==> config.mk <==
export PLATFORM = sky130hd
export DESIGN_NAME = branch_resolve_unit
export DESIGN_NICKNAME = d
export VERILOG_FILES = /design/src/rtl/branch_resolve_unit_pkg.sv /design/src/rtl/bru_squash_ctr.sv /design/src/rtl/branch_resolve_unit.sv
export SDC_FILE = /design/constraint.sdc
export NUM_CORES = 1
export LEC_CHECK = 0
export CAP_MARGIN = 5
export CELL_PAD_IN_SITES_DETAIL_PLACEMENT = 1
export CELL_PAD_IN_SITES_GLOBAL_PLACEMENT = 2
export CORE_MARGIN = 2
export CORE_UTILIZATION = 24
export DETAILED_ROUTE_END_ITERATION = 7
export MAX_ROUTING_LAYER = met4
export PLACE_DENSITY = 0.77
export SYNTH_ARGS = -nofsm -noshare
export SYNTH_HDL_FRONTEND = slang
export SYNTH_HIERARCHICAL = 1
export SYNTH_SLANG_ARGS = --single-unit
==> constraint.sdc <==
create_clock -name clk -period 3.76 [get_ports clk]
set_clock_uncertainty 0.05 [all_clocks]
set_input_delay 0.752 -clock clk [delete_from_list [all_inputs] [get_ports clk]]
set_output_delay 0.752 -clock clk [all_outputs]
set_load 0.02 [all_outputs]
==> src/rtl/branch_resolve_unit_pkg.sv <==
// Shared types and defaults for the execute-stage branch resolution slice.
// The fetch metadata bundle is shared by the fetch, decode and execute pipeline registers.
package branch_resolve_unit_pkg;

    localparam int GHR_W_DEFAULT         = 4;
    localparam int SQUASH_CYCLES_DEFAULT = 2;
    localparam int CNT_W_DEFAULT         = 32;

    localparam logic [31:0] PC_STEP = 32'd4;

    typedef struct packed {
        logic [31:0]              pc;
        logic [31:0]              predicted_pc;
        logic                     prediction_valid;
        logic [GHR_W_DEFAULT-1:0] ghr;
    } fetch_meta_t;

    // Fall-through address; wraps modulo 2^32.
    function automatic logic [31:0] next_seq_pc(input logic [31:0] pc);
        return pc + PC_STEP;
    endfunction

endpackage

==> src/rtl/bru_squash_ctr.sv <==
// Wrong-path squash window: loads on a mispredict, counts down on unstalled cycles,
// holds while the execute stage is stalled.
module bru_squash_ctr
    import branch_resolve_unit_pkg::*;
#(
    parameter int SQUASH_CYCLES = SQUASH_CYCLES_DEFAULT
) (
    input  logic clk,
    input  logic rst,
    input  logic load,
    input  logic stall,
    output logic active
);

    localparam int CW = $clog2(SQUASH_CYCLES + 1);

    logic [CW-1:0] cnt_q, cnt_d;
    logic          active_q, active_d;

    // A load only happens when the count is already zero, so load and decrement never collide.
    always_comb begin
        cnt_d = cnt_q;
        if (load) begin
            cnt_d = CW'(SQUASH_CYCLES);
        end else if ((cnt_q != '0) && !stall) begin
            cnt_d = cnt_q - CW'(1);
        end
        active_d = (cnt_d != '0);
    end

    always_ff @(posedge clk) begin
        if (rst) begin
            cnt_q    <= '0;
            active_q <= 1'b0;
        end else begin
            cnt_q    <= cnt_d;
            active_q <= active_d;
        end
    end

    assign active = active_q;

endmodule

==> src/rtl/branch_resolve_unit.sv <==
// Resolves control-flow instructions in execute, trains the BPU, redirects or flushes fetch,
// squashes wrong-path slots and keeps branch/mispredict performance counters.
module branch_resolve_unit
    import branch_resolve_unit_pkg::*;
#(
    parameter int GHR_W         = GHR_W_DEFAULT,
    parameter int SQUASH_CYCLES = SQUASH_CYCLES_DEFAULT,
    parameter int CNT_W         = CNT_W_DEFAULT
) (
    input  logic             clk,
    input  logic             rst,
    input  logic             ex_valid,
    input  logic             ex_stall,
    input  logic             ex_is_branch,
    input  logic             ex_is_jump,
    input  logic             ex_cond_true,
    input  logic [31:0]      ex_pc,
    input  logic [31:0]      ex_target,
    input  logic [31:0]      ex_predicted_pc,
    input  logic             ex_prediction_valid,
    input  logic [GHR_W-1:0] ex_ghr,
    output logic [31:0]      branchAddress,
    output logic             branch_taken,
    output logic             branch_resolved,
    output logic [GHR_W-1:0] ghr_history,
    output logic [31:0]      resolved_pc,
    output logic             pc_redirect,
    output logic             flush_fetch,
    output logic             squash_active,
    output logic [CNT_W-1:0] perf_branches,
    output logic [CNT_W-1:0] perf_mispredicts
);

    // GHR_W is expected to equal the package width shared with fetch.
    fetch_meta_t ex_meta;
    assign ex_meta = '{pc: ex_pc, predicted_pc: ex_predicted_pc,
                       prediction_valid: ex_prediction_valid, ghr: ex_ghr};

    logic        accept, taken, mispredict;
    logic [31:0] fall_pc, exp_pc, act_pc;

    always_comb begin
        accept     = ex_valid && !ex_stall && (ex_is_branch || ex_is_jump) && !squash_active;
        taken      = ex_is_jump || (ex_is_branch && ex_cond_true);
        fall_pc    = next_seq_pc(ex_meta.pc);
        exp_pc     = ex_meta.prediction_valid ? ex_meta.predicted_pc : fall_pc;
        act_pc     = taken ? ex_target : fall_pc;
        mispredict = (exp_pc != act_pc);
    end

    bru_squash_ctr #(.SQUASH_CYCLES(SQUASH_CYCLES)) u_squash (
        .clk    (clk),
        .rst    (rst),
        .load   (accept && mispredict),
        .stall  (ex_stall),
        .active (squash_active)
    );

    logic [31:0]      branch_address_q, branch_address_d;
    logic             branch_taken_q, branch_taken_d;
    logic             branch_resolved_q, branch_resolved_d;
    logic [GHR_W-1:0] ghr_history_q, ghr_history_d;
    logic [31:0]      resolved_pc_q, resolved_pc_d;
    logic             pc_redirect_q, pc_redirect_d;
    logic             flush_fetch_q, flush_fetch_d;
    logic [CNT_W-1:0] perf_branches_q, perf_branches_d;
    logic [CNT_W-1:0] perf_mispredicts_q, perf_mispredicts_d;

    // Strobes last one cycle; data outputs hold until the next accepted instruction.
    always_comb begin
        branch_address_d   = branch_address_q;
        branch_taken_d     = branch_taken_q;
        ghr_history_d      = ghr_history_q;
        resolved_pc_d      = resolved_pc_q;
        branch_resolved_d  = 1'b0;
        pc_redirect_d      = 1'b0;
        flush_fetch_d      = 1'b0;
        perf_branches_d    = perf_branches_q;
        perf_mispredicts_d = perf_mispredicts_q;
        if (accept) begin
            branch_address_d  = ex_target;
            branch_taken_d    = taken;
            ghr_history_d     = ex_meta.ghr;
            resolved_pc_d     = ex_meta.pc;
            branch_resolved_d = 1'b1;
            pc_redirect_d     = mispredict && taken;
            flush_fetch_d     = mispredict && !taken;
            if (perf_branches_q != '1) begin
                perf_branches_d = perf_branches_q + CNT_W'(1);
            end
            if (mispredict && (perf_mispredicts_q != '1)) begin
                perf_mispredicts_d = perf_mispredicts_q + CNT_W'(1);
            end
        end
    end

    always_ff @(posedge clk) begin
        if (rst) begin
            branch_address_q   <= '0;
            branch_taken_q     <= 1'b0;
            branch_resolved_q  <= 1'b0;
            ghr_history_q      <= '0;
            resolved_pc_q      <= '0;
            pc_redirect_q      <= 1'b0;
            flush_fetch_q      <= 1'b0;
            perf_branches_q    <= '0;
            perf_mispredicts_q <= '0;
        end else begin
            branch_address_q   <= branch_address_d;
            branch_taken_q     <= branch_taken_d;
            branch_resolved_q  <= branch_resolved_d;
            ghr_history_q      <= ghr_history_d;
            resolved_pc_q      <= resolved_pc_d;
            pc_redirect_q      <= pc_redirect_d;
            flush_fetch_q      <= flush_fetch_d;
            perf_branches_q    <= perf_branches_d;
            perf_mispredicts_q <= perf_mispredicts_d;
        end
    end

    assign branchAddress    = branch_address_q;
    assign branch_taken     = branch_taken_q;
    assign branch_resolved  = branch_resolved_q;
    assign ghr_history      = ghr_history_q;
    assign resolved_pc      = resolved_pc_q;
    assign pc_redirect      = pc_redirect_q;
    assign flush_fetch      = flush_fetch_q;
    assign perf_branches    = perf_branches_q;
    assign perf_mispredicts = perf_mispredicts_q;

endmodule

**Word-level counts from Yosys, hierarchy flattened**

Cells that the tools add are included.

- Output and inout bits: 137
- Memories: 0
- Memory bits (read-only): 0
- Bits in registers: 139
- Bits in writable memories: 0
- Input port bits: 108
- Logic and storage cells: 43
- Latch bits: 0

- Mux-type cells: 5
- Divide/modulo/power cells: 0
- Bitwise logic cells: 1
- Order comparisons: 0
- Add/subtract/negate cells: 4
- Reduce and logical (&&, ||, !) cells: 19
- Multipliers: 0
- Shift operators: 0
- Eq/ne operators: 3

Operator list:

| kind | count |
|---|---|
| $add A32 B1 Y32 const B | 2 |
| $mux W32 | 2 |
| $ne A32 B32 Y1 const B | 2 |
| $add A32 B3 Y32 const B | 1 |
| $ne A32 B32 Y1 | 1 |
| $logic_and A1 B1 Y1 | 9 |
| $mux W2 | 2 |
| $reduce_and A2 Y1 | 2 |
| $reduce_bool A2 Y1 | 2 |
| $logic_not A1 Y1 | 3 |
| $logic_or A1 B1 Y1 | 2 |
| $reduce_or A2 Y1 | 1 |
| $sub A2 B1 Y2 const B | 1 |
| $mux W1 | 1 |
| $not A1 Y1 | 1 |

**Depth between registers and ports, before layout**

Gate-level depths: netlist of run 1.

- Depth after elaboration: 7
- Gate-level depth with buffers: 16
- Gate-level depth less buffers: 13

**Cells and area by module**

The synthesis of run 1 kept the hierarchy.

Modules (own cells, without submodules):

| module | cells each | times used | area each (µm²) |
|---|---|---|---|
| branch_resolve_unit | 1117 | 1 | 8425.6 |
| bru_squash_ctr | 16 | 1 | 141.4 |

**Worst setup path after synthesis of run 1**

Ideal clock, no wire load.

- Path type: in2reg
- Start point: input ex_pc[4]
- End point: register perf_mispredicts_q[0], in the netlist perf_mispredicts[0]
- Data arrival time: 3.856 ns
- Setup time: 0.123 ns
- Stages on the path: 12
- Setup slack: -0.270 ns
- Cell sequence: buf_2 -> nand4_2 -> nor4_2 -> and3_1 -> xnor3_1 -> a21oi_1 -> a41o_1 -> or4_4 -> nor4_4 -> buf_4 -> nor2_1 -> mux2_1

- Longest elaborated chain between the ends: 5

Ends and longest elaborated chain:

| what | line | RTL |
|---|---|---|
| start, declared | branch_resolve_unit.sv:17 | `input logic [31:0] ex_pc,` |
| $add A32 B3 Y32 (*) | branch_resolve_unit_pkg.sv:20 | `return pc + PC_STEP;` |
| $mux W32, on equally long branches | branch_resolve_unit.sv:46, branch_resolve_unit.sv:47 |  |
| $ne A32 B32 Y1 (*) | branch_resolve_unit.sv:48 | `mispredict = (exp_pc != act_pc);` |
| $logic_and A1 B1 Y1 (*) | branch_resolve_unit.sv:91 | `if (mispredict && (perf_mispredicts_q != '1)) begin` |
| $reduce_and A2 Y1 (no source line) (*) | -- |  |
| end signal, assigned | branch_resolve_unit.sv:117 | `perf_mispredicts_q <= perf_mispredicts_d;` |
| end, declared | branch_resolve_unit.sv:67 | `logic [CNT_W-1:0] perf_mispredicts_q, perf_mispredicts_d;` |

Mark *: on every way between the ends. The rest lies on a longest branch, timed or not.
A chain may end at the register's enable or synchronous reset.

**Worst setup path after layout of run 1**

- Start point: input ex_pc[5]
- End point: register perf_mispredicts_q[21], in the netlist perf_mispredicts[21]

Same word-level chain as after synthesis.

==> results of run 1 <==
layer usage:
layer / vias up / track usage [%] / routed length [microns]
met2: 314 / 35.76 / 19460
li1: 4865 / - / -
met4: 0 / 6.702 / 843
met5: - / - / 0
met3: 48 / 4.434 / 2331
met1: 5066 / 27.81 / 18290
placed cells by master, fill, tap and decap left out, types with 19 or more instances in the layout:
cell type	n
nor2_1	81
buf_4	195
nor3_1	19
buf_6	21
xnor2_1	45
dfxtp_1	139
xor2_1	45
clkdlybuf4s50_1	211
o21ai_0	23
nor2b_1	27
nand2_1	190
a21oi_1	108
nand3_1	37
nand4_1	37
kinds of logic after synthesis:
logic type	count (synthesis)	synth area share [%]
AND/OR/NAND/NOR	536	31.62
AO/OA/AOI/OAI	237	17.32
buffers and inverters	95	4.469
adder cells (fa/ha/maj)	4	0.5842
flip-flops	139	32.48
XOR/XNOR	93	9.844
multiplexers	29	3.681
per-stage QoR:
stage | cell area, sq um | TNS (ns) | util, % | total power, mW | std cells
final | 14170 | -2.087 | 40.04 | 4.356 | 2014
after global routing | 14170 | -5.204 | 40.04 | 4.530 | 2014
after CTS | 13900 | 0 | 39.27 | 4.391 | 2001
after detailed placement | 12780 | -37.86 | 36.12 | 2.500 | 1947
after global placement | 12780 | -37.16 | 36.12 | 2.487 | 1947
after floorplan | 8673 | -3.503 | - | 1.984 | 1133
worst max path at each step:
stage,cells after the start,to
floorplan,13,perf_mispredicts[17]
global placement,12,perf_mispredicts[13]
detailed placement,12,perf_mispredicts[13]
CTS,15,perf_mispredicts[0]
global route,15,perf_mispredicts[15]
finish,16,perf_mispredicts[21]
cell type report:
| class | count | area, sq um | share of cell area (%) |
|---|---|---|---|
| Clock inverter | 12 | 162.7 | 1.148 |
| Antenna cell | 1 | 2.502 | 0.01766 |
| Clock buffer | 20 | 456.7 | 3.223 |
| Sequential cell | 139 | 2783 | 19.64 |
| Timing Repair Buffer | 463 | 4250 | 29.99 |
| Inverter | 19 | 73.82 | 0.5209 |
| Multi-Input combinational cell | 899 | 5866 | 41.39 |
| Tap cell | 461 | 576.8 | 4.070 |
registers in the layout, indices dropped and copies added, names as in the netlist:
name and flops:
u_squash/active 1, perf_mispredicts 32, flush_fetch 1, perf_branches 32
pc_redirect 1, ghr_history 4, branch_taken 1, resolved_pc 32
u_squash/cnt_q 2, branchAddress 32, branch_resolved 1
power by group through the flow:
stage,clock network [mW],logic [mW],registers (mW)
after floorplan,0,0.359,1.62
after global placement,0,0.911,1.58
after detailed placement,0,0.922,1.58
final,1.85,0.963,1.54
after CTS,1.90,0.944,1.54
after global routing,1.95,1.03,1.55
what timing repair did:
action	CTS	global route
resized for setup	100	83
pin swaps	49	27
setup endpoints to repair	37	37
setup buffers	18	12
gates cloned	4	0
critical path: cells and delay by family:
| family | cells | cell delay (ns) |
|---|---|---|
| compound gates | 4 | 0.70 |
| buf+inv | 6 | 0.77 |
| mux | 1 | 0.31 |
| simple gates | 5 | 1.61 |
==> results.ini, run 1 <==
[cells_and_area]
drive_above_1_share_pct=23.07
nNetsFinal=1651
area.growth.synth_to_final_pct=65.42
filler_cell_count=4220

[worst_setup_path]
ff2ff_setup_slack_ns=0.20
path_class=input port to flop
r2r_end=perf_mispredicts[6]
end_kind=flop
setup.worst_path.start=ex_pc[5]
timing.critical_path.cells=buf_6 > buf_6 > nand4_4 > or4_4 > buf_6 > o41ai_4 > a21oi_1 > o21ai_1 > o2111ai_2 > or4_4 > nor4_4 > buf_6 > buf_12 > buf_16 > nor4b_4 > mux2_4
cp_slowest_cell=or4_4
cpMostUsedCell=buf_6
critPathArrivalTime_ns=4.15
crit_path_max_fanout=5
required_ns=4.04
r2r.worst_path.cells=10
crit_path_start_kind=input port
crit-reg2reg-launch=perf_mispredicts[8]
cp_slowest_stage_delay_ns=0.58

[global_route]
grt_pass1_wl_microns=60640
grt_pass1_vias=10458
largest_net_degree_at_the_start_of_global_routing=72
global_route.overflow_total=0
antenna_violations_before_repair=1
globalRouteTotalUtil_pct=22.11

[yosys]
synth_top_area_share_pct=32.48
synth.cells.most_frequent=nand2_1, dfxtp_1, a21oi_1
post_synth_edffs=0
syn-instance-count=1133
predominant_post_synthesis_flop_cell=dfxtp_1
synthesis.area_sq_um=8567
netlist.top_cell.by_area=dfxtp_1
syn_area_per_cell_sq_um=7.561
yosys.cell_count.top_type=nand2_1
cell_types_with_the_largest_area_share_after_synthesis=dfxtp_1, nand2_1, a21oi_1
synthesis.yosys.warnings=6
synth.yosys.seq_area_share_pct=32.48
synth-async-reset-ratio_pct=0
syn_nets=1245
ys_seq_elements=139
yosysUniqueCellTypes=77

[sta]
maxSlewViolCount=0
finalSetupViolations=35
hold_worst_slack_ns=0.4045
layout_min_cycle_time_ns=3.870
finalCritPeriodShare_pct=102.9
rsz_0062_raised_after_global_routing=true
clock.fmax_mhz=258.4
setup_slack_ns=-0.1099
worst_slew_pin_slew_ns=0.8808
slew_headroom_pct=41.28
final-hold-violation-count=0

[power]
power_density_nw_per_um2=307.4
max_rail_drop_vdd_mv=0.3112
sw_ratio_pct=29.88
power.share.clock_pct=42.4
switching_power_mw=1.301
seq_power_share_pct=35.4
internal-power_mw=3.054
leakagePower_nw=5.308
share_comb_of_total_power_pct=22.1

[floorplanning]
die-area_sq_um=37220
core-area_sq_um=35400
ioPinCount=245
rows=69
floorplan.die.width_microns=192.9
initial_utilization_pct=24.20
chipHeight_microns=192.9

[placed_design]
placement.io_buffers=244
detailedPlace.worstSlack_ns=-1.107
dp_hpwl_microns=30670
gpl.final_weighted_congestion=0.9576

[clocking]
clk_path_buf_depth=2
cts_inserted_buffers=17
clk_root_buffer_cell=clkbuf_16
clock_tree_from_tritoncts=yes
cts.clk_slew.worst_paths_ns=0.07
cts-hold-fix-buffers=0
worstSkewPairLatency_ns=0.44
cts.htree.levels=4
clock_sink_count=139

[min_path]
class_of_the_tightest_hold_or_removal_check=flop to flop
hold_path_depth=2
hold_end=resolved_pc[24]
hold_start=resolved_pc[24]

[route]
ant_nets=0
detail_route.iter0.violations=611
routed_wire_length_per_instance_microns=20.32
routed_via_count=10293
routed_wire_length_microns=40920
routed_via_density=5.111
detail_route.drc_violations=0
drt_first_pass_iters=5

[run_status]
failing_checks=setup timing
run_status=finished, violations left

[run]
drv.max_cap_violation_count=0

Note: power is estimated with default switching activity, not from simulation.
==> run 2, diff against run 1 <==
--- a/config.mk
+++ b/config.mk
@@ -8,7 +8,6 @@
 export CAP_MARGIN = 5
 export CELL_PAD_IN_SITES_DETAIL_PLACEMENT = 1
 export CELL_PAD_IN_SITES_GLOBAL_PLACEMENT = 2
-export CORE_MARGIN = 2
 export CORE_UTILIZATION = 24
 export DETAILED_ROUTE_END_ITERATION = 7
 export MAX_ROUTING_LAYER = met4
==> run 2 against run 1 <==
  * The run now ends clean
  * Global-route usage is 0.46 points higher
  * Routed wire length is 2.5% lower
  * Total power grew 0.80%
  * Utilization rose by 0.78 points
  * Sequential power about the same
  * Non-clock buffer count down 1
  * Sequential share of layout area about the same
==> results.ini, run 2 (synthesis results as in run 1) <==
[sta]
layout_min_cycle_time_ns=3.743  ; -0.1266 ns
maxSlewViolCount=0  ; unchanged
finalCritPeriodShare_pct=99.56  ; -3.4 points
hold_worst_slack_ns=0.4046  ; +0.00004800 ns
final-hold-violation-count=0  ; unchanged
finalSetupTns_ns=0  ; +2.087 ns
slew_headroom_pct=44.26  ; +3.0 points
worst_slew_pin_slew_ns=0.8360  ; -0.04472 ns
clock.fmax_mhz=267.1  ; +3.4%
rsz_0062_raised_after_global_routing=true
finalSetupViolations=0  ; -100%

[cells_and_area]
drive_above_1_share_pct=22.94  ; -0.13 points
area.growth.synth_to_final_pct=65.79
nNetsFinal=1651  ; unchanged
num_antenna_cells=0  ; -1
finish.instance_area_sq_um=14200  ; +0.23%
filler_cell_count=4138  ; -1.9%
final_cell_mix=clkdlybuf4s50_1, nand2_1, buf_4, dfxtp_1, a21oi_1
layout_commonest_cell=clkdlybuf4s50_1

[worst_setup_path]
crit_path_start_kind=input port
r2r.worst_path.cells=10  ; unchanged
critPathCapture=perf_mispredicts[12]
crit_path_max_fanout=7  ; +2
setup.worst_path.start=ex_pc[12]
r2r_end=perf_mispredicts[6]
critPathArrivalTime_ns=4.08  ; -0.07 ns
end_kind=flop
crit-reg2reg-launch=perf_mispredicts[9]
ff2ff_setup_slack_ns=0.39  ; +0.19 ns
path_class=input port to flop
required_ns=4.09  ; +0.05 ns

[clocking]
cts.htree.levels=4  ; unchanged
clock_tree_from_tritoncts=yes
cts_inserted_buffers=17  ; unchanged
cts.clk_slew.worst_paths_ns=0.06  ; about the same
worstSkewPairLatency_ns=0.45  ; about the same
clock_sink_count=139  ; unchanged
clk_path_buf_depth=2  ; unchanged
clk_root_buffer_cell=clkbuf_16

[global_route]
largest_net_degree_at_the_start_of_global_routing=104  ; +44%
grt_pass1_wl_microns=61160  ; +0.86%
globalRouteTotalUtil_pct=22.56  ; +0.46 points
antenna_violations_before_repair=0  ; -1
global_route.overflow_total=0  ; unchanged
grt_pass1_vias=10709  ; +2.4%

[power]
seq_power_share_pct=35.2  ; -0.2 points
internal-power_mw=3.097  ; +1.4%
sw_ratio_pct=29.47  ; -0.41 points
leakagePower_nw=5.325  ; +0.30%
power_density_nw_per_um2=309.1  ; +0.57%
power.share.clock_pct=43.0  ; +0.6 points
share_comb_of_total_power_pct=21.9  ; -0.2 points
max_rail_drop_vdd_mv=0.3369  ; +8.3%
switching_power_mw=1.294  ; -0.58%

[run]
drv.max_cap_violation_count=0  ; unchanged

[route]
routed_wire_length_per_instance_microns=19.88  ; -2.1%
routed_via_count=10218  ; -0.73%
ant_nets=0  ; unchanged
routed_wire_length_microns=39910  ; -2.5%
routed_via_density=5.091  ; -0.38%
detail_route.drc_violations=0  ; unchanged
detail_route.iter0.violations=557  ; -8.8%
drt_first_pass_iters=5  ; unchanged

[floorplanning]
floorplan.die.width_microns=190.9  ; -1.0%
ioPinCount=245  ; unchanged
chipHeight_microns=190.9  ; -1.0%
rows=68  ; -1.4%
initial_utilization_pct=24.62  ; +0.42 points
die-area_sq_um=36460  ; -2.1%
core-area_sq_um=34800  ; -1.7%

[run_status]
run_status=finished, final reports clean

[placed_design]
gpl.final_weighted_congestion=0.9505  ; -0.74%
dp_hpwl_microns=30140  ; -1.7%
placement.io_buffers=244  ; unchanged
place_area_sq_um=12890  ; +0.81%

[min_path]
class_of_the_tightest_hold_or_removal_check=flop to flop

run 2: cell type report:
cell class / count / area, sq um / share of cell area, %
Clock buffer: 19 / 442.9 / 3.118
Clock inverter: 13 / 188.9 / 1.330
Inverter: 19 / 71.32 / 0.5021
Multi-Input combinational cell: 900 / 5912 / 41.62
Sequential cell: 139 / 2783 / 19.59
Tap cell: 455 / 569.3 / 4.008
Timing Repair Buffer: 462 / 4237 / 29.83
run 2: stage by stage:
| step | util, % | setup slack (ns) | total power [mW] | std cells |
|---|---|---|---|---|
| final | 40.82 | 0.01670 | 4.391 | 2007 |
| after global routing | 40.82 | -0.05816 | 4.577 | 2007 |
| after CTS | 40.23 | 0.002186 | 4.444 | 1997 |
| after detailed placement | 37.03 | -1.040 | 2.500 | 1952 |
| after global placement | 37.03 | -1.062 | 2.489 | 1952 |
| after floorplan | - | -0.1491 | 1.984 | 1133 |
run 2: timing repair:
action	in CTS	in global routing
buffers inserted	9	10
setup endpoints to repair	37	37
gates resized for setup	136	56
pin swaps	43	25
cloned	4	1
hold buffers	0	0
run 2: critical path, cell delays in order:
cell and delay, ns:
clkbuf_2 0.18, nand3_4 0.11, or4_4 0.62, buf_6 0.16
o21a_1 0.17, o31ai_2 0.24, xor2_1 0.12, a31oi_2 0.29
a221o_1 0.22, nor4_4 0.06, buf_6 0.15, buf_6 0.13
bufbuf_16 0.26, or4_4 0.48, a21oi_2 0.12
run 2: worst min-delay path by stage:
stage / from / end / depth (start not counted)
2_1_floorplan: u_squash/cnt_q[0] / u_squash/cnt_q[0] / 2
3_3_place_gp: resolved_pc[26] / resolved_pc[26] / 2
3_5_place_dp: resolved_pc[21] / resolved_pc[21] / 2
4_1_cts: resolved_pc[21] / resolved_pc[21] / 2
5_1_grt: resolved_pc[26] / resolved_pc[26] / 2
6_report: branchAddress[29] / branchAddress[29] / 2
run 2: layer usage:
layer / vias to the layer above / track usage, % / wire (microns)
met5: - / - / 0
met4: 0 / 7.538 / 1056
met3: 60 / 5.122 / 2263
met2: 300 / 36.23 / 18690
met1: 4991 / 27.71 / 17900
li1: 4867 / - / -
run 2: power groups by stage:
stage               Clock, mW  Sequential [mW]  Combinational (mW)
floorplan                   0             1.62               0.359
global placement            0             1.58               0.913
detailed placement          0             1.58               0.924
CTS                      1.95             1.54               0.949
global route             2.00             1.55                1.03
finish                   1.89             1.54               0.960
